$ cat src/rtl/pc_sequencer.sv
// Next-PC sequencer and IF/ID hazard controller for the five-stage MIPS pipeline.
// Selects the next fetch address and drives PC hold, IF/ID hold/flush and ID/EX bubble.
// Optional build macro PC_SEQ_STALL_CNT_EN adds saturating stall/flush event counters.
module pc_sequencer #(
  parameter logic [31:0] RESET_VECTOR = 32'h0000_0000
) (
  input  logic        clk,
  input  logic        rst_n,
  input  logic [31:0] pc_cur,
  input  logic        imem_ready,
  input  logic [4:0]  id_rs,
  input  logic [4:0]  id_rt,
  input  logic        id_uses_rs,
  input  logic        id_uses_rt,
  input  logic        ex_mem_read,
  input  logic [4:0]  ex_rt,
  input  logic        br_taken,
  input  logic [31:0] br_target,
  input  logic        jmp,
  input  logic [31:0] jmp_target,
  input  logic        jr,
  input  logic [31:0] jr_target,
  output logic [31:0] pc_next,
  output logic        pc_hold,
  output logic        ifid_hold,
  output logic        ifid_flush,
  output logic        idex_bubble,
`ifdef PC_SEQ_STALL_CNT_EN
  output logic [1:0]  state,
  output logic [31:0] stall_cnt,
  output logic [31:0] flush_cnt
`else
  output logic [1:0]  state
`endif
);

  localparam logic [1:0] BOOT       = 2'd0;
  localparam logic [1:0] RUN        = 2'd1;
  localparam logic [1:0] IM_WAIT    = 2'd2;
  localparam logic [1:0] REDIR_WAIT = 2'd3;

  logic [1:0]  state_q, state_d;
  logic [31:0] redir_q, redir_d;
  logic        redir_v, redir_v_d;
  logic        lu;
  logic        redir;
  logic [31:0] redir_tgt;

  assign state = state_q;

  // Hazard detection and redirect target selection (jr > jmp > branch).
  always_comb begin
    lu = ex_mem_read && (ex_rt != 5'd0) &&
         ((id_uses_rs && (id_rs == ex_rt)) || (id_uses_rt && (id_rt == ex_rt)));
    redir = jr || jmp || br_taken;
    if (jr) begin
      redir_tgt = jr_target;
    end else if (jmp) begin
      redir_tgt = jmp_target;
    end else begin
      redir_tgt = br_target;
    end
  end

  // Next-state and control outputs.
  always_comb begin
    pc_next     = pc_cur + 32'd4;
    pc_hold     = 1'b0;
    ifid_hold   = 1'b0;
    ifid_flush  = 1'b0;
    idex_bubble = 1'b0;
    state_d     = state_q;
    redir_d     = redir_q;
    redir_v_d   = redir_v;
    case (state_q)
      BOOT: begin
        pc_next     = RESET_VECTOR;
        ifid_flush  = 1'b1;
        idex_bubble = 1'b1;
        state_d     = RUN;
      end
      RUN, IM_WAIT: begin
        if (lu) begin
          // ID operands are stale, so any redirect request is ignored this cycle.
          pc_hold     = 1'b1;
          ifid_hold   = 1'b1;
          idex_bubble = 1'b1;
        end else if (redir && imem_ready) begin
          pc_next    = redir_tgt;
          ifid_flush = 1'b1;
          state_d    = RUN;
        end else if (redir) begin
          // Fetch still pending: remember where to go once it completes.
          pc_hold    = 1'b1;
          ifid_flush = 1'b1;
          redir_d    = redir_tgt;
          redir_v_d  = 1'b1;
          state_d    = REDIR_WAIT;
        end else if (!imem_ready) begin
          pc_hold    = 1'b1;
          ifid_flush = 1'b1;
          state_d    = IM_WAIT;
        end else begin
          state_d = RUN;
        end
      end
      default: begin
        // REDIR_WAIT: the pending fetch is wrong-path and is discarded on arrival.
        ifid_flush = 1'b1;
        if (imem_ready && redir_v) begin
          pc_next   = redir_q;
          redir_v_d = 1'b0;
          state_d   = RUN;
        end else begin
          pc_hold = 1'b1;
        end
      end
    endcase
  end

  // FSM and latched redirect target.
  always_ff @(posedge clk or negedge rst_n) begin
    if (!rst_n) begin
      state_q <= BOOT;
      redir_q <= 32'd0;
      redir_v <= 1'b0;
    end else begin
      state_q <= state_d;
      redir_q <= redir_d;
      redir_v <= redir_v_d;
    end
  end

`ifdef PC_SEQ_STALL_CNT_EN
  // Saturating stall/flush event counters, BOOT cycles excluded.
  always_ff @(posedge clk or negedge rst_n) begin
    if (!rst_n) begin
      stall_cnt <= 32'd0;
      flush_cnt <= 32'd0;
    end else if (state_q != BOOT) begin
      if (pc_hold && (stall_cnt != 32'hFFFF_FFFF)) stall_cnt <= stall_cnt + 32'd1;
      if (ifid_flush && (flush_cnt != 32'hFFFF_FFFF)) flush_cnt <= flush_cnt + 32'd1;
    end
  end
`endif

endmodule

$ cat config.mk
export PLATFORM = sky130hd
export DESIGN_NAME = pc_sequencer
export DESIGN_NICKNAME = d
export VERILOG_FILES = /design/src/rtl/pc_sequencer.sv
export SDC_FILE = /design/constraint.sdc
export NUM_CORES = 1
export LEC_CHECK = 0
export BUFFER_PORTS_ARGS = -buffer_cell sky130_fd_sc_hd__buf_2
export CAP_MARGIN = 10
export CORE_ASPECT_RATIO = 2
export CORE_UTILIZATION = 45
export DETAILED_ROUTE_END_ITERATION = 8
export GPL_ROUTABILITY_DRIVEN = 0
export PLACE_DENSITY = 0.79
export RECOVER_POWER = 100
export SLEW_MARGIN = 15
export SYNTH_ARGS = -nofsm -noshare
export SYNTH_HDL_FRONTEND = slang
export SYNTH_SLANG_ARGS = --single-unit
$ cat constraint.sdc
create_clock -name clk -period 3.3 [get_ports clk]
set_input_delay 0.66 -clock clk [delete_from_list [all_inputs] [get_ports clk]]
set_output_delay 0.66 -clock clk [all_outputs]
set_load 0.01 [all_outputs]
# ---- Word level (Yosys, flattened, before mapping)
# Cells that the tools add are included.
dict set report totals {
  register_bits 35
  output_inout_bits 38
  word_cells 60
}
dict set report classes {
  n_addsub 1
  eq_ne 7
  muxes 29
  bitwise_logic 3
  n_reduce_logical 17
}
# op n
set op_table {}
lappend op_table {{$mux 32} 5}
lappend op_table {{$pmux 32 s2} 1}
lappend op_table {{$add 32x3->32 const B} 1}
lappend op_table {{$mux 1} 14}
lappend op_table {{$eq 5x5->1} 2}
lappend op_table {{$mux 2} 5}
lappend op_table {{$logic_and 1x1->1} 6}
lappend op_table {{$ne 2x2->1 const B} 3}
lappend op_table {{$pmux 1 s2} 3}
lappend op_table {{$reduce_and 5->1} 1}
lappend op_table {{$reduce_bool 5->1} 1}
lappend op_table {{$pmux 2 s2} 1}
lappend op_table {{$reduce_and 4->1} 1}
lappend op_table {{$logic_or 1x1->1} 3}
lappend op_table {{$not 1->1} 3}
lappend op_table {{$reduce_bool 3->1} 1}
lappend op_table {{$eq 2x1->1 const B} 1}
lappend op_table {{$eq 2x2->1 const B} 1}
lappend op_table {{$logic_not 2->1} 1}
lappend op_table {{$reduce_and 2->1} 1}
lappend op_table {{$reduce_bool 2->1} 1}
lappend op_table {{$reduce_or 2->1} 1}

# ---- Depth between registers and ports, before layout
dict set report logic_depth {
  ltp_word 6
  mapped_depth 9
  ltp_nobuf 8
}

# ---- Worst setup path before layout
# Ideal clock, no wire load.
dict set report synth_timing {
  path_kind {input to output}
  from {input ex_rt[1]}
  to {output pc_next[19]}
  arrival_time_ps 2429
  path_slack_ps 211
  stages 6
  cell_sequence {or4_4 -> o21a_4 -> and2_4 -> or4_4 -> buf_6 -> o221ai_1}
}
dict set report synth_between {
  elab_chain_len 6
  word_cells_on_any_way 10
  cone_classes {eq/ne (2); mux (2); reduce/logical (6)}
}
# item line
set synth_rtl {}
lappend synth_rtl {{start: declaration} 16} ;# input logic [4:0] ex_rt,
lappend synth_rtl {{$eq 5x5->1} 54} ;# ((id_uses_rs && (id_rs == ex_rt)) || (id_uses_rt && (id_rt == ex_rt)));
lappend synth_rtl {{$logic_and 1x1->1} 54}
lappend synth_rtl {{$logic_or 1x1->1} 54}
lappend synth_rtl {{$logic_and 1x1->1 *} 53} ;# lu = ex_mem_read && (ex_rt != 5'd0) &&
lappend synth_rtl {{$mux 32 *} 83} ;# if (lu) begin
lappend synth_rtl {{$pmux 32 s2 *} 75} ;# case (state_q)
lappend synth_rtl {{end: declaration} 23} ;# output logic [31:0] pc_next,
# Mark *: on every way between the ends. The rest lies on a longest branch, timed or not.

# ---- Final worst setup path
dict set report layout_timing {
  from {input ex_rt[2]}
  to {output pc_next[27]}
}
# Same word-level chain as after synthesis.

==> metrics.md <==
| Metric | Value |
|---|---|
| Post-CTS clock slew at the launch and capture registers of the worst setup and hold paths | `around 0.050 ns` |
| Remaining antenna violation count after routing | `0` |
| Setup Fix Bufs, Post-CTS | `0` |
| Crit path launch type | `input port` |
| Total power divided by cell area | `around 590 nW/um^2` |
| Beginning of the worst register-to-register path | `state[0]` |
| Cell chain of the critical path | `buf_2 > or4_4 > o21a_4 > and2_4 > or4_4 > o221ai_2 > clkbuf_1` |
| Dominant cell type by area after synthesis | `sky130_fd_sc_hd__dfrtp_1` |
| Crit. End Element | `output port` |
| Core Footprint | `about 7000 um^2` |
| Total negative slack | `0 ns` |
| Clock H-tree levels | `2` |
| Number of synthesized register bits | `35` |
| Sum of internal, switching and leakage power | `2.68 mW` |
| RSZ-0062 raised after global routing | `false` |
| Worst min path class | `reg2reg` |
| Global Route Usage Sum | `between 20% and 30%` |
| Number of nets in the finished design | `756` |
| Slew at the pin closest to its max-slew limit | `~2 ns` |
| Cell types occupying the most area after synthesis | `sky130_fd_sc_hd__dfrtp_1, sky130_fd_sc_hd__mux2i_1, sky130_fd_sc_hd__nand2_1` |
| Violations in the final reports | `capacitance limit, slew limit` |
| Detailed placer's ending HPWL | `8740 um` |
| Total count of hold-check failures in the final report | `0` |
| Routed vias | `~4000` |
| Number of buffers inserted by hold repair at cts | `0` |
| Antenna violations before repair | `0` |
| Final Routed Wirelength | `about 12000 um` |
| Mux contribution to synthesized area | `around 14%` |
| Count of standard-cell rows | `between 40 and 50` |
| Y dimension of the die | `between 100 and 150 um` |
| Chip Width | `just over 60 um` |
| Worst Skew | `about 0.0032 ns` |
| Total leakage power | `approximately 2.1 nW` |
| Tightest slew margin relative to the limit | `-30.6%` |
| Post-route core utilization | `64.7%` |
| Layout-stage area growth over the synthesis result | `37.9%` |
| Critical Path Max Stage Delay | `between 0.5 and 0.6 ns` |
| Overflow left after global routing | `0` |
| Clock tree from TritonCTS | `built` |
| Skew-Pair Late Insertion Delay | `around 0.28 ns` |
| Cell type with the highest occurrence count on the critical path | `sky130_fd_sc_hd__or4_4` |
| IO Port Bufs | `around 190` |
| Highest fanout seen on the critical path | `5` |
| IO Count | `190` |
| Number of distinct library cell variants in the gate-level netlist after synthesis | `40` |
| Final setup fails | `0` |
| Largest family of logic cells by synthesized area | `compound AO/OA/AOI/OAI gates` |
| Maximum clock path buffer count | `2` |
| Classification of the worst setup path | `in2out` |
| Post-Synthesis Cells | `411` |
| Max-capacitance violation count | `1` |
| Synthesized area per cell | `~8.0 um^2` |
| Count of antenna diodes in the layout | `0` |
| Number of CTS-inserted buffers | `5` |
| Number of search-and-repair iterations in the first detailed-routing pass | `4` |
| Yosys Warn Count | `0` |
| Hold wc startpoint | `redir_v` |
| Sequential fraction of the synthesis area | `26.7%` |
| Fin. max-slew vios | `36` |
| Slowest cell on crit path | `sky130_fd_sc_hd__or4_4` |
| Global-route wire length before repair | `about 17000 um` |
| Yosys top cell area share | `roughly a quarter` |
| Post-synthesis cell area | `~3300 um^2` |
| Count of buffer and inverter cells on the critical path | `2` |
| Synth Area in Compound Gates | `approximately a quarter` |
| Kind of cell adding the most delay to the critical path | `simple AND/OR/NAND/NOR gates` |
| Required time at the worst-slack endpoint | `roughly 2.6 ns` |
| Data arrival time of the critical path | `between 2 and 3 ns` |
| Pin count of the biggest net entering global routing | `65` |
| Area enclosed by the die boundary | `around 7700 um^2` |
| Initial standard-cell utilization of the core | `between 40% and 50%` |
| Post-synthesis share of cell area spent on xor and xnor gates | `about a tenth` |
| Max Clk Rate | `between 300 and 400 MHz` |
| Portion of the clock cycle consumed by the worst path in the final layout | `98.8%` |
| Worst vdd ir | `about 0.32 mV` |
| Number of DRC markers in iteration 0 | `roughly 160` |
| Clock root cell | `sky130_fd_sc_hd__clkbuf_16` |
| # DRC | `0` |
| Number of sinks on the clock net | `35` |
| Fraction of the mapped netlist area in simple logic gates | `about a fifth` |
| Shortest clock period the worst path allows after layout | `3.26 ns` |
| Vias in the first global route | `around 3900` |
| CP startpoint | `ex_rt[2]` |
| Post-synthesis adder-cell area fraction | `roughly 1.1%` |
| Syn nets | `approximately 570` |
| Run status | `finished, violations left` |
| Post-detailed-route wirelength per cell | `approximately 17 um` |
| Ratio of cells with drive above 1 in the final layout | `between 30% and 40%` |
| Vias per cell | `between 5 and 6` |
[kinds of logic after synthesis]
logic type | Yosys count
flops | 35
mux | 45
compound gates | 106
simple gates | 152
buf+inv | 33
fa+ha+maj | 3
xor+xnor | 37
[cell usage after synthesis, drive strengths merged]
cell / n
and3: 4
mux2: 11
or4: 2
clkbuf: 16
o221ai: 20
o21a: 2
o22ai: 3
xor2: 17
a31oi: 1
a2111oi: 1
a21oi: 28
xnor2: 20
inv: 8
nand2: 76
nor3: 7
ha: 3
nor2: 37
a211o: 1
nand2b: 1
mux2i: 34
or2: 1
a221o: 8
a211oi: 1
a2bb2oi: 1
or3: 1
nand4: 7
nand3: 11
nor2b: 1
buf: 9
and2: 1
dfrtp: 35
and4: 3
o21ai: 37
o211ai: 3
[stage by stage]
stage	hold slack (ns)	worst slack [ns]	instances	area [um^2]
2_1_floorplan	0.364	0.211	411	3280
3_3_place_gp	0.463	-0.0267	682	4420
3_5_place_dp	0.472	-0.0691	682	4420
4_1_cts	0.485	-0.000405	690	4560
5_1_grt	0.502	0.0106	692	4530
6_report	0.481	0.0391	692	4530
[per-layer routing]
layer  vias up  global-route usage, %  share of wire (%)
met1      1817                   27.8                 34
li1       1869                      -                  -
met4         0                   14.4                3.5
met3        39                   4.46                5.3
met5         -                      0                  0
met2       169                   57.8                 57
[final timing paths]
path | endpoint | slack [ns] | depth (start not counted)
worst max-delay path | pc_next[27] | 0.04 | 7
min in group asynchronous | state[1] | 0.93 | 1
worst min register to register | redir_v | 0.48 | 2
max in group asynchronous | redir_q[21] | 1.24 | 1
worst max register to register | redir_q[25] | 0.86 | 6
worst min-delay path | redir_v | 0.48 | 2
[placed cells by master, fill, tap and decap left out, types with 8 or more instances in the layout]
master                     instances
sky130_fd_sc_hd__buf_2           160
sky130_fd_sc_hd__nor2_1           36
sky130_fd_sc_hd__a21oi_1          28
sky130_fd_sc_hd__o221ai_2         10
sky130_fd_sc_hd__o21ai_0          36
sky130_fd_sc_hd__mux2i_1          34
sky130_fd_sc_hd__inv_1             8
sky130_fd_sc_hd__xor2_1           17
sky130_fd_sc_hd__a221o_1           8
sky130_fd_sc_hd__buf_4            12
sky130_fd_sc_hd__nand2_1          76
sky130_fd_sc_hd__clkbuf_1         27
sky130_fd_sc_hd__xnor2_1          20
sky130_fd_sc_hd__dfrtp_1          35
sky130_fd_sc_hd__nand3_1          11
sky130_fd_sc_hd__o221ai_1         10
sky130_fd_sc_hd__mux2_2           11
[sequential cells by signal, summed over array words and instances, names as in the netlist]
| signal | flops |
|---|---|
| redir_q | 32 |
| redir_v | 1 |
| state | 2 |
[tightest hold or removal path: cells and delay by family, from the launching register on]
kind / cells / cell delay [ns]
flops: 1 / 0.33
compound gates: 1 / 0.06
simple gates: 1 / 0.04
[final cells by class]
class / instances / area, um^2
fillers: 654 / 2470
well taps: 90 / 113
repair buffers: 206 / 1070
flip-flops and latches: 35 / 876
clock buffers: 7 / 133
inverters: 8 / 30.0
clock inverters: 1 / 5.00
multi-input cells: 345 / 2290
[repair_timing]
item | 4_1_cts | 5_1_grt
setup endpoints to repair | 20 | 20
gates cloned | 0 | 2
gates resized for setup | 1 | 5
pin swaps | 1 | 3
[power by group]
part / total [mW] / switching [mW] / leakage [nW] / internal, mW
combinational: 1.50 / 0.845 / 1.62 / 0.653
sequential: 0.736 / 0.106 / 0.427 / 0.629
clock: 0.449 / 0.170 / 0.0679 / 0.279
(Power assumes the default switching activity.)
